$ cat src/rtl/mem_arbiter_if.sv
// mem_arbiter_if: requester ports, memory bus and busy flag of the two-port
// memory arbiter. The slave modport is the arbiter's view; the master modport
// is the view of the requesters and the memory.
// Build option: MEM_ARB_LOCK_EN adds the r1_lock signal.
interface mem_arbiter_if #(
    parameter int ADDR_WIDTH = 12,
    parameter int DATA_WIDTH = 12
);
    logic                  r0_req;
    logic                  r0_we;
    logic [ADDR_WIDTH-1:0] r0_addr;
    logic [DATA_WIDTH-1:0] r0_wdata;
    logic                  r0_ack;
    logic                  r0_rvalid;
    logic [DATA_WIDTH-1:0] r0_rdata;

    logic                  r1_req;
    logic                  r1_we;
    logic [ADDR_WIDTH-1:0] r1_addr;
    logic [DATA_WIDTH-1:0] r1_wdata;
    logic                  r1_ack;
    logic                  r1_rvalid;
    logic [DATA_WIDTH-1:0] r1_rdata;
`ifdef MEM_ARB_LOCK_EN
    logic                  r1_lock;
`endif

    logic [ADDR_WIDTH-1:0] mem_addr;
    logic                  mem_write_enable;
    logic [DATA_WIDTH-1:0] mem_data_in;
    logic [DATA_WIDTH-1:0] mem_data_out;
    logic                  busy;

    modport slave (
`ifdef MEM_ARB_LOCK_EN
        input  r1_lock,
`endif
        input  r0_req, r0_we, r0_addr, r0_wdata,
        output r0_ack, r0_rvalid, r0_rdata,
        input  r1_req, r1_we, r1_addr, r1_wdata,
        output r1_ack, r1_rvalid, r1_rdata,
        output mem_addr, mem_write_enable, mem_data_in,
        input  mem_data_out,
        output busy
    );

    modport master (
`ifdef MEM_ARB_LOCK_EN
        output r1_lock,
`endif
        output r0_req, r0_we, r0_addr, r0_wdata,
        input  r0_ack, r0_rvalid, r0_rdata,
        output r1_req, r1_we, r1_addr, r1_wdata,
        input  r1_ack, r1_rvalid, r1_rdata,
        input  mem_addr, mem_write_enable, mem_data_in,
        output mem_data_out,
        input  busy
    );
endinterface

$ cat src/rtl/mem_arbiter.sv
// mem_arbiter: shares one single-port memory between the CPU core (port 0)
// and the UART loader/debug port (port 1). One access at a time through an
// IDLE/ISSUE/WAIT sequence, round-robin on contention, all outputs registered.
// Build option: MEM_ARB_LOCK_EN lets the loader hold the memory with r1_lock.
module mem_arbiter #(
    parameter int ADDR_WIDTH = 12,
    parameter int DATA_WIDTH = 12,
    parameter int DEPTH      = 255
) (
    input  logic         clk,
    input  logic         reset,
    mem_arbiter_if.slave bus
);
    localparam logic [1:0] S_IDLE  = 2'd0;
    localparam logic [1:0] S_ISSUE = 2'd1;
    localparam logic [1:0] S_WAIT  = 2'd2;

    // One extra bit so a DEPTH of 2**ADDR_WIDTH still compares correctly.
    localparam logic [ADDR_WIDTH:0] DEPTH_W = (ADDR_WIDTH+1)'(DEPTH);

    logic [1:0]            r_state;
    logic                  r_last_grant;
    logic                  r_winner;
    logic                  r_is_read;
    logic                  r_in_range;
    logic                  r_ack0, r_ack1;
    logic                  r_rvalid0, r_rvalid1;
    logic [DATA_WIDTH-1:0] r_rdata0, r_rdata1;
    logic                  r_we;
    logic                  r_busy;
    logic [ADDR_WIDTH-1:0] r_addr;
    logic [DATA_WIDTH-1:0] r_wdata;

    logic                  w_req0, w_req1;
    logic                  w_grant;
    logic                  w_sel;
    logic                  w_we;
    logic                  w_in_range;
    logic [ADDR_WIDTH-1:0] w_addr;
    logic [DATA_WIDTH-1:0] w_wdata;

    // Pick the winner among the live requests; only consumed in IDLE.
    always_comb begin
        w_req0 = bus.r0_req;
`ifdef MEM_ARB_LOCK_EN
        // Loader keeps the memory while it holds the lock and owns last grant.
        if (bus.r1_lock && r_last_grant) begin
            w_req0 = 1'b0;
        end
`endif
        w_req1     = bus.r1_req;
        w_grant    = w_req0 | w_req1;
        w_sel      = (w_req0 && w_req1) ? ~r_last_grant : w_req1;
        w_we       = w_sel ? bus.r1_we    : bus.r0_we;
        w_addr     = w_sel ? bus.r1_addr  : bus.r0_addr;
        w_wdata    = w_sel ? bus.r1_wdata : bus.r0_wdata;
        w_in_range = ({1'b0, w_addr} < DEPTH_W);
    end

    // Access sequencer: grant in IDLE, strobe memory in ISSUE, return read data in WAIT.
    always_ff @(posedge clk) begin
        if (reset) begin
            r_state      <= S_IDLE;
            r_last_grant <= 1'b1;
            r_winner     <= 1'b0;
            r_is_read    <= 1'b0;
            r_in_range   <= 1'b0;
            r_ack0       <= 1'b0;
            r_ack1       <= 1'b0;
            r_rvalid0    <= 1'b0;
            r_rvalid1    <= 1'b0;
            r_rdata0     <= '0;
            r_rdata1     <= '0;
            r_we         <= 1'b0;
            r_busy       <= 1'b0;
            r_addr       <= '0;
            r_wdata      <= '0;
        end else begin
            // Strobes are single-cycle unless re-asserted below.
            r_ack0    <= 1'b0;
            r_ack1    <= 1'b0;
            r_rvalid0 <= 1'b0;
            r_rvalid1 <= 1'b0;
            r_we      <= 1'b0;
            case (r_state)
                S_IDLE: begin
                    if (w_grant) begin
                        r_addr       <= w_addr;
                        r_wdata      <= w_wdata;
                        r_we         <= w_we & w_in_range;
                        r_ack0       <= ~w_sel;
                        r_ack1       <= w_sel;
                        r_last_grant <= w_sel;
                        r_winner     <= w_sel;
                        r_is_read    <= ~w_we;
                        r_in_range   <= w_in_range;
                        r_busy       <= 1'b1;
                        r_state      <= S_ISSUE;
                    end
                end
                S_ISSUE: begin
                    if (r_is_read) begin
                        r_state <= S_WAIT;
                        if (r_winner) begin
                            r_rvalid1 <= 1'b1;
                            r_rdata1  <= r_in_range ? bus.mem_data_out : '0;
                        end else begin
                            r_rvalid0 <= 1'b1;
                            r_rdata0  <= r_in_range ? bus.mem_data_out : '0;
                        end
                    end else begin
                        r_state <= S_IDLE;
                        r_busy  <= 1'b0;
                    end
                end
                S_WAIT: begin
                    r_state <= S_IDLE;
                    r_busy  <= 1'b0;
                end
                default: begin
                    r_state <= S_IDLE;
                    r_busy  <= 1'b0;
                end
            endcase
        end
    end

    assign bus.r0_ack           = r_ack0;
    assign bus.r0_rvalid        = r_rvalid0;
    assign bus.r0_rdata         = r_rdata0;
    assign bus.r1_ack           = r_ack1;
    assign bus.r1_rvalid        = r_rvalid1;
    assign bus.r1_rdata         = r_rdata1;
    assign bus.mem_addr         = r_addr;
    assign bus.mem_write_enable = r_we;
    assign bus.mem_data_in      = r_wdata;
    assign bus.busy             = r_busy;
endmodule

$ cat src/flat_wrapper.sv
// flat-port wrapper written by rule: the top's interface ports become plain ports
module mem_arbiter_flat 
#(
    parameter int ADDR_WIDTH = 12,
    parameter int DATA_WIDTH = 12,
    parameter int DEPTH      = 255
)
  (clk, reset, bus_r0_req, bus_r0_we, bus_r0_addr, bus_r0_wdata, bus_r0_ack, bus_r0_rvalid, bus_r0_rdata, bus_r1_req, bus_r1_we, bus_r1_addr, bus_r1_wdata, bus_r1_ack, bus_r1_rvalid, bus_r1_rdata, bus_mem_addr, bus_mem_write_enable, bus_mem_data_in, bus_mem_data_out, bus_busy);
  mem_arbiter_if #(.ADDR_WIDTH(ADDR_WIDTH), .DATA_WIDTH(DATA_WIDTH)) bus_i ();
  input  logic clk;
  input  logic reset;
  input wire logic [$bits(bus_i.r0_req)-1:0] bus_r0_req;
  input wire logic [$bits(bus_i.r0_we)-1:0] bus_r0_we;
  input wire logic [$bits(bus_i.r0_addr)-1:0] bus_r0_addr;
  input wire logic [$bits(bus_i.r0_wdata)-1:0] bus_r0_wdata;
  output wire logic [$bits(bus_i.r0_ack)-1:0] bus_r0_ack;
  output wire logic [$bits(bus_i.r0_rvalid)-1:0] bus_r0_rvalid;
  output wire logic [$bits(bus_i.r0_rdata)-1:0] bus_r0_rdata;
  input wire logic [$bits(bus_i.r1_req)-1:0] bus_r1_req;
  input wire logic [$bits(bus_i.r1_we)-1:0] bus_r1_we;
  input wire logic [$bits(bus_i.r1_addr)-1:0] bus_r1_addr;
  input wire logic [$bits(bus_i.r1_wdata)-1:0] bus_r1_wdata;
  output wire logic [$bits(bus_i.r1_ack)-1:0] bus_r1_ack;
  output wire logic [$bits(bus_i.r1_rvalid)-1:0] bus_r1_rvalid;
  output wire logic [$bits(bus_i.r1_rdata)-1:0] bus_r1_rdata;
  output wire logic [$bits(bus_i.mem_addr)-1:0] bus_mem_addr;
  output wire logic [$bits(bus_i.mem_write_enable)-1:0] bus_mem_write_enable;
  output wire logic [$bits(bus_i.mem_data_in)-1:0] bus_mem_data_in;
  input wire logic [$bits(bus_i.mem_data_out)-1:0] bus_mem_data_out;
  output wire logic [$bits(bus_i.busy)-1:0] bus_busy;
  assign bus_i.r0_req = bus_r0_req;
  assign bus_i.r0_we = bus_r0_we;
  assign bus_i.r0_addr = bus_r0_addr;
  assign bus_i.r0_wdata = bus_r0_wdata;
  assign bus_r0_ack = bus_i.r0_ack;
  assign bus_r0_rvalid = bus_i.r0_rvalid;
  assign bus_r0_rdata = bus_i.r0_rdata;
  assign bus_i.r1_req = bus_r1_req;
  assign bus_i.r1_we = bus_r1_we;
  assign bus_i.r1_addr = bus_r1_addr;
  assign bus_i.r1_wdata = bus_r1_wdata;
  assign bus_r1_ack = bus_i.r1_ack;
  assign bus_r1_rvalid = bus_i.r1_rvalid;
  assign bus_r1_rdata = bus_i.r1_rdata;
  assign bus_mem_addr = bus_i.mem_addr;
  assign bus_mem_write_enable = bus_i.mem_write_enable;
  assign bus_mem_data_in = bus_i.mem_data_in;
  assign bus_i.mem_data_out = bus_mem_data_out;
  assign bus_busy = bus_i.busy;
  mem_arbiter #(.ADDR_WIDTH(ADDR_WIDTH), .DATA_WIDTH(DATA_WIDTH), .DEPTH(DEPTH)) u_core (.clk(clk), .reset(reset), .bus(bus_i));
endmodule
$ cat config.mk
export PLATFORM = sky130hd
export DESIGN_NAME = mem_arbiter_flat
export DESIGN_NICKNAME = d
export VERILOG_FILES = /design/src/rtl/mem_arbiter_if.sv /design/src/rtl/mem_arbiter.sv /design/src/flat_wrapper.sv
export SDC_FILE = /design/constraint.sdc
export NUM_CORES = 1
export LEC_CHECK = 0
export ABC_CLOCK_PERIOD_IN_PS = 1460
export CAP_MARGIN = 20
export CORE_MARGIN = 1
export CORE_UTILIZATION = 56
export DETAILED_ROUTE_END_ITERATION = 10
export DONT_BUFFER_PORTS = 1
export PLACE_DENSITY_LB_ADDON = 0.2
export SYNTH_ARGS = -nofsm -noshare
export SYNTH_HDL_FRONTEND = slang
export SYNTH_SLANG_ARGS = --single-unit
$ cat constraint.sdc
create_clock -name clk -period 1.46 [get_ports clk]
set_input_delay 0.292 -clock clk [delete_from_list [all_inputs] [get_ports clk]]
set_output_delay 0.292 -clock clk [all_outputs]
set_load 0.02 [all_outputs]
==> results of run 1 <==
## cell usage after synthesis (all sizes together), types with 2 or more instances
cell | instances | area share (%)
a211oi | 25 | 8.1
a21oi | 27 | 5.7
buf | 9 | 2.1
clkbuf | 14 | 2.2
dfxtp | 60 | 51
mux2i | 25 | 11
nand2 | 29 | 4.6
nand2b | 2 | 0.53
nand3 | 24 | 5.1
nand3b | 3 | 0.95
nand4 | 4 | 1.1
nor2 | 33 | 5.2
nor4 | 2 | 0.53
## layout make-up
| type | count | area [um^2] |
|---|---|---|
| Fill cell | 348 | 1410 |
| Sequential cell | 60 | 1200 |
| Multi-Input combinational cell | 183 | 1080 |
| Clock buffer | 12 | 165 |
| Timing Repair Buffer | 9 | 92.6 |
| Tap cell | 50 | 62.6 |
| Clock inverter | 4 | 22.5 |
| Inverter | 1 | 3.75 |
## where the power goes
part | switching [mW] | leakage (nW) | internal [mW]
combinational | 0.173 | 0.354 | 0.147
clock | 0.602 | 0.0982 | 0.745
sequential | 0.159 | 0.492 | 1.73
## sequential cells by signal, summed over array words and instances (netlist names)
signal                       cells
u_core.r_in_range                1
u_core.r_state                   2
u_core.bus.busy                  1
u_core.r_winner                  1
u_core.bus.r1_ack                1
u_core.bus.mem_write_enable      1
u_core.bus.r0_rdata             12
u_core.bus.r1_rvalid             1
u_core.bus.r1_rdata             12
u_core.bus.r0_rvalid             1
u_core.r_last_grant              1
u_core.bus.r0_ack                1
u_core.bus.mem_addr             12
u_core.bus.mem_data_in          12
u_core.r_is_read                 1
## logic make-up (layout without fill, tap and decap cells)
logic type / count (synthesis) / in the layout / synth area share (%)
AND/OR/NAND/NOR: 101 / 101 / 19.0
flip-flops: 60 / 60 / 50.7
AO/OA/AOI/OAI: 57 / 57 / 15.4
multiplexers: 25 / 25 / 10.6
buffers and inverters: 24 / 26 / 4.43
## metal layers
layer	global-route usage, %	vias up	wire length, um
met3	9.76	12	504
met1	24.8	838	1920
li1	-	934	-
met5	0	-	0
met2	37.8	94	2350
met4	9.57	0	74
## worst paths after layout
kind,depth (start not counted),endpoint,slack [ns],from
max,4,u_core.bus.mem_data_in[6],0.15,u_core.r_last_grant
max reg2reg,4,u_core.bus.mem_data_in[6],0.15,u_core.r_last_grant
min,1,u_core.r_in_range,0.02,reset
min reg2reg,2,u_core.r_winner,0.47,u_core.r_winner
## worst register-to-register path, cell delays in order (launching register included)
cell and delay, ns:
dfxtp_1 0.34, a21boi_4 0.31, buf_4 0.24, mux2i_1 0.21, a211oi_1 0.09
==> flow_summary.toml, run 1 <==
[setup_path]
cp_top_family = "compound AO/OA/AOI/OAI gates"
cpPeakStageDelay_ns = 0.34
end_kind = "flip-flop"
crit_chain = "a21boi_4 > buf_4 > mux2i_1 > a211oi_1"
cp.arrival_ns = 1.51
path_buf_inv = 1
crit_fanout = 9
cp.required_ns = 1.67
critPathSlowestCell = "dfxtp_1"
start_kind = "flip-flop"
crit_type = "flip-flop to flip-flop"

[timing]
tightest_slew_ns = 0.509
slew_headroom_pct = 66.0
finalSetupTns_ns = 0
period_share_pct = 89.5
fmax_ghz = 0.765
clock_skew_ns = 0.00848
setup_viol = 0
hold_violations = 0
hold_ws_ns = 0.0250
finalMaxSlewViolations = 0
period_minus_slack_ns = 1.31
worst_slack_ns = 0.153
rsz0062_at_grt = "no"

[route]
avgViaCountPerCell = 5.89
drtPass1Iterations = 4
ant_nets = 0
wl_per_cell_um = 15.2
drc = 0
totalWireLength_mm = 4.85
num_vias = 1878
drt-initial-drc-count = 134

[clock_network]
cts_buffers = 9
cts_tree = "built"
root_buffer = "clkbuf_8"
cts-htree-levels = 3
cts_resized = 0
clk_latency_ns = 0.33
cts_setup_buffers = 0
cts_max_path_buffers = 2
clk_pin_slew_worst_paths_ns = 0.06
hold_buffers = 0
cts_sinks = 60

[placement]
hpwlAfterDp_mm = 3.40
port_buffers = 0
placed_area_um2 = 2440
gp_congestion = 0.771
dp_slack_ns = 0.00124
dp_cells = 303

[synth]
avgSynthCellArea_um2 = 8.88
yosysWarnings = 0
ys_seq_area_share_pct = 50.7
ys_seq_elements = 60
synth_ff_type = "dfxtp_1"
async_flop_share_pct = 0
syn_area_um2 = 2370
synth_edf_count = 0
syn_nets = 333
synthDistinctLibCells = 26
netlist_instances = 267

[floorplanning]
die_h_um = 67.1
die_w_um = 67.1
std_cell_rows = 23
core_region_area_um2 = 4030
initial_utilization_pct = 58.9
dieArea_um2 = 4500
ios = 120

[cells_and_area]
fin_area_um2 = 2620
n_antenna_cell = 0
mostFrequentLayoutCells = "60 x dfxtp_1, 33 x nor2_1, 29 x nand2_1, 27 x a21oi_1, 25 x mux2i_1"
final_util_pct = 65.1
nNetsFinal = 330
layout-drive-gt1-share_pct = 10.4
area_growth_pct = 10.7
layout_commonest_cell = "dfxtp_1"
fin_cells = 319

[flow_run]
maxCapViolCount = 0

[global_routing]
grt_start_max_net_pins = 60
grt_use_total_pct = 22.7
overflow = 0
grt_pass1_vias = 1667
grt_first_pass_wirelength_mm = 7.40
antenna_found_initial = 0

[power]
p_per_area_nw_per_um2 = 1360
ir_drop_uv = 902
p_leak_nw = 0.944
p_total_mw = 3.56

[hold_path]
hp-class = "input pin to flip-flop"

[status]
outcome = "complete, no violations"
No activity file was read; power rests on OpenSTA's default activity.
==> run 2, diff against run 1 <==
CORE_UTILIZATION = 25   (was 56)
==> run 2 against run 1 <==
Non-clock buffer count is the same. Critical path depth up 1. Largest power group unchanged. Hold slack better by 0.0056 ns. Register-to-register slack improved by 0.02 ns. Worst setup slack better by 0.020 ns.
==> flow_summary.toml, run 2 (synthesized netlist as in run 1, its figures left out) <==
[status]
outcome = "complete, no violations"

[route]
drt-initial-drc-count = 58
totalWireLength_mm = 5.69
avgViaCountPerCell = 4.94
drtPass1Iterations = 4
ant_nets = 0
wl_per_cell_um = 15.0
drc = 0
num_vias = 1879

[clock_network]
root_buffer = "clkbuf_8"
cts_max_path_buffers = 2
clk_pin_slew_worst_paths_ns = 0.07
clk_latency_ns = 0.33
cts_resized = 0
cts_tree = "built"
cts_sinks = 60
cts_buffers = 9
cts-htree-levels = 3

[setup_path]
crit_fanout = 24
cp.required_ns = 1.67
end_kind = "flip-flop"
crit_type = "flip-flop to flip-flop"
start_kind = "flip-flop"
cp.arrival_ns = 1.50

[placement]
hpwlAfterDp_mm = 3.98
port_buffers = 0
dp_slack_ns = 0.0423
gp_congestion = 0.760
dp_cells = 363
placed_area_um2 = 2510

[power]
p_sw_mw = 1.01
p_total_mw = 3.68
combPwrFrac_pct = 8.8
p_int_mw = 2.67
ir_drop_uv = 420
p_leak_nw = 0.942
swShare_pct = 27.5
p_per_area_nw_per_um2 = 1360
pwr-share-clk_pct = 39.7
pwr-share-seq_pct = 51.4

[timing]
period_minus_slack_ns = 1.29
slew_headroom_pct = 59.0
hold_violations = 0
worst_slack_ns = 0.173
tightest_slew_ns = 0.611
fmax_ghz = 0.777
setup_viol = 0
clock_skew_ns = 0.00879
rsz0062_at_grt = "no"
hold_ws_ns = 0.0306
finalSetupTns_ns = 0
finalMaxSlewViolations = 0
period_share_pct = 88.1

[cells_and_area]
area_growth_pct = 14.2
nNetsFinal = 330
layout_commonest_cell = "dfxtp_1"
layout-drive-gt1-share_pct = 10.0
final_util_pct = 29.5
fin_area_um2 = 2710
n_antenna_cell = 0
fin_cells = 380
mostFrequentLayoutCells = "60 x dfxtp_1, 33 x nor2_1, 29 x nand2_1, 27 x a21oi_1, 25 x mux2i_1"

[global_routing]
antenna_found_initial = 0
grt_use_total_pct = 12.0
grt_first_pass_wirelength_mm = 9.09
overflow = 0
grt_pass1_vias = 1853
grt_start_max_net_pins = 60

[floorplanning]
dieArea_um2 = 9880
ios = 120
die_h_um = 99.4
initial_utilization_pct = 25.8
core_region_area_um2 = 9200
std_cell_rows = 35
die_w_um = 99.4

[flow_run]
maxCapViolCount = 0

[hold_path]
hp-class = "input pin to flip-flop"
## run 2: changes by cell type in the layout (fill, tap and decap cells not counted), sizes merged
cell / change
clkbuf: -2
buf: -1
bufinv: +1
clkinv: +1
dlygate4sd3: +1
## run 2: what timing repair did
action / 4_1_cts / 5_1_grt
hold buffers: 0 / 1
buffers inserted: 0 / 0
endpoints found under the hold margin: 0 / 2
## run 2: worst max-delay path, stage by stage, from the launching register on
cell and delay, ns:
dfxtp_1 0.34, a21boi_4 0.15, buf_12 0.21, buf_4 0.19, mux2i_1 0.19, a211oi_1 0.08
## run 2: layout make-up
cell class | instances | area [um^2]
fillers | 1020 | 6490
flip-flops and latches | 60 | 1200
multi-input cells | 183 | 1080
well taps | 111 | 139
clock buffers | 10 | 128
repair buffers | 9 | 95.1
clock inverters | 6 | 65.1
inverters | 1 | 3.75
## run 2: path summary, 6_finish.rpt
| path | cells past startpoint | end | slack (ns) | from |
|---|---|---|---|---|
| max | 5 | u_core.bus.mem_data_in[4] | 0.17 | u_core.r_last_grant |
| min | 1 | u_core.bus.busy | 0.03 | reset |
| max reg2reg | 5 | u_core.bus.mem_data_in[4] | 0.17 | u_core.r_last_grant |
| min reg2reg | 2 | u_core.r_is_read | 0.48 | u_core.r_is_read |
## run 2: routing by layer
metal  wire, um  GRT usage (%)
met5          0              0
met1       2520           14.9
met3        660           4.71
met2       2430           18.3
met4         74           5.43
## run 2: power by group through the flow
stage,Combinational [mW],Clock [mW],Sequential (mW)
final,0.324,1.46,1.89
after global routing,0.372,1.61,1.90
after CTS,0.327,1.51,1.89
after detailed placement,0.328,0,1.93
after global placement,0.322,0,1.93
after floorplan,0.279,0,1.91
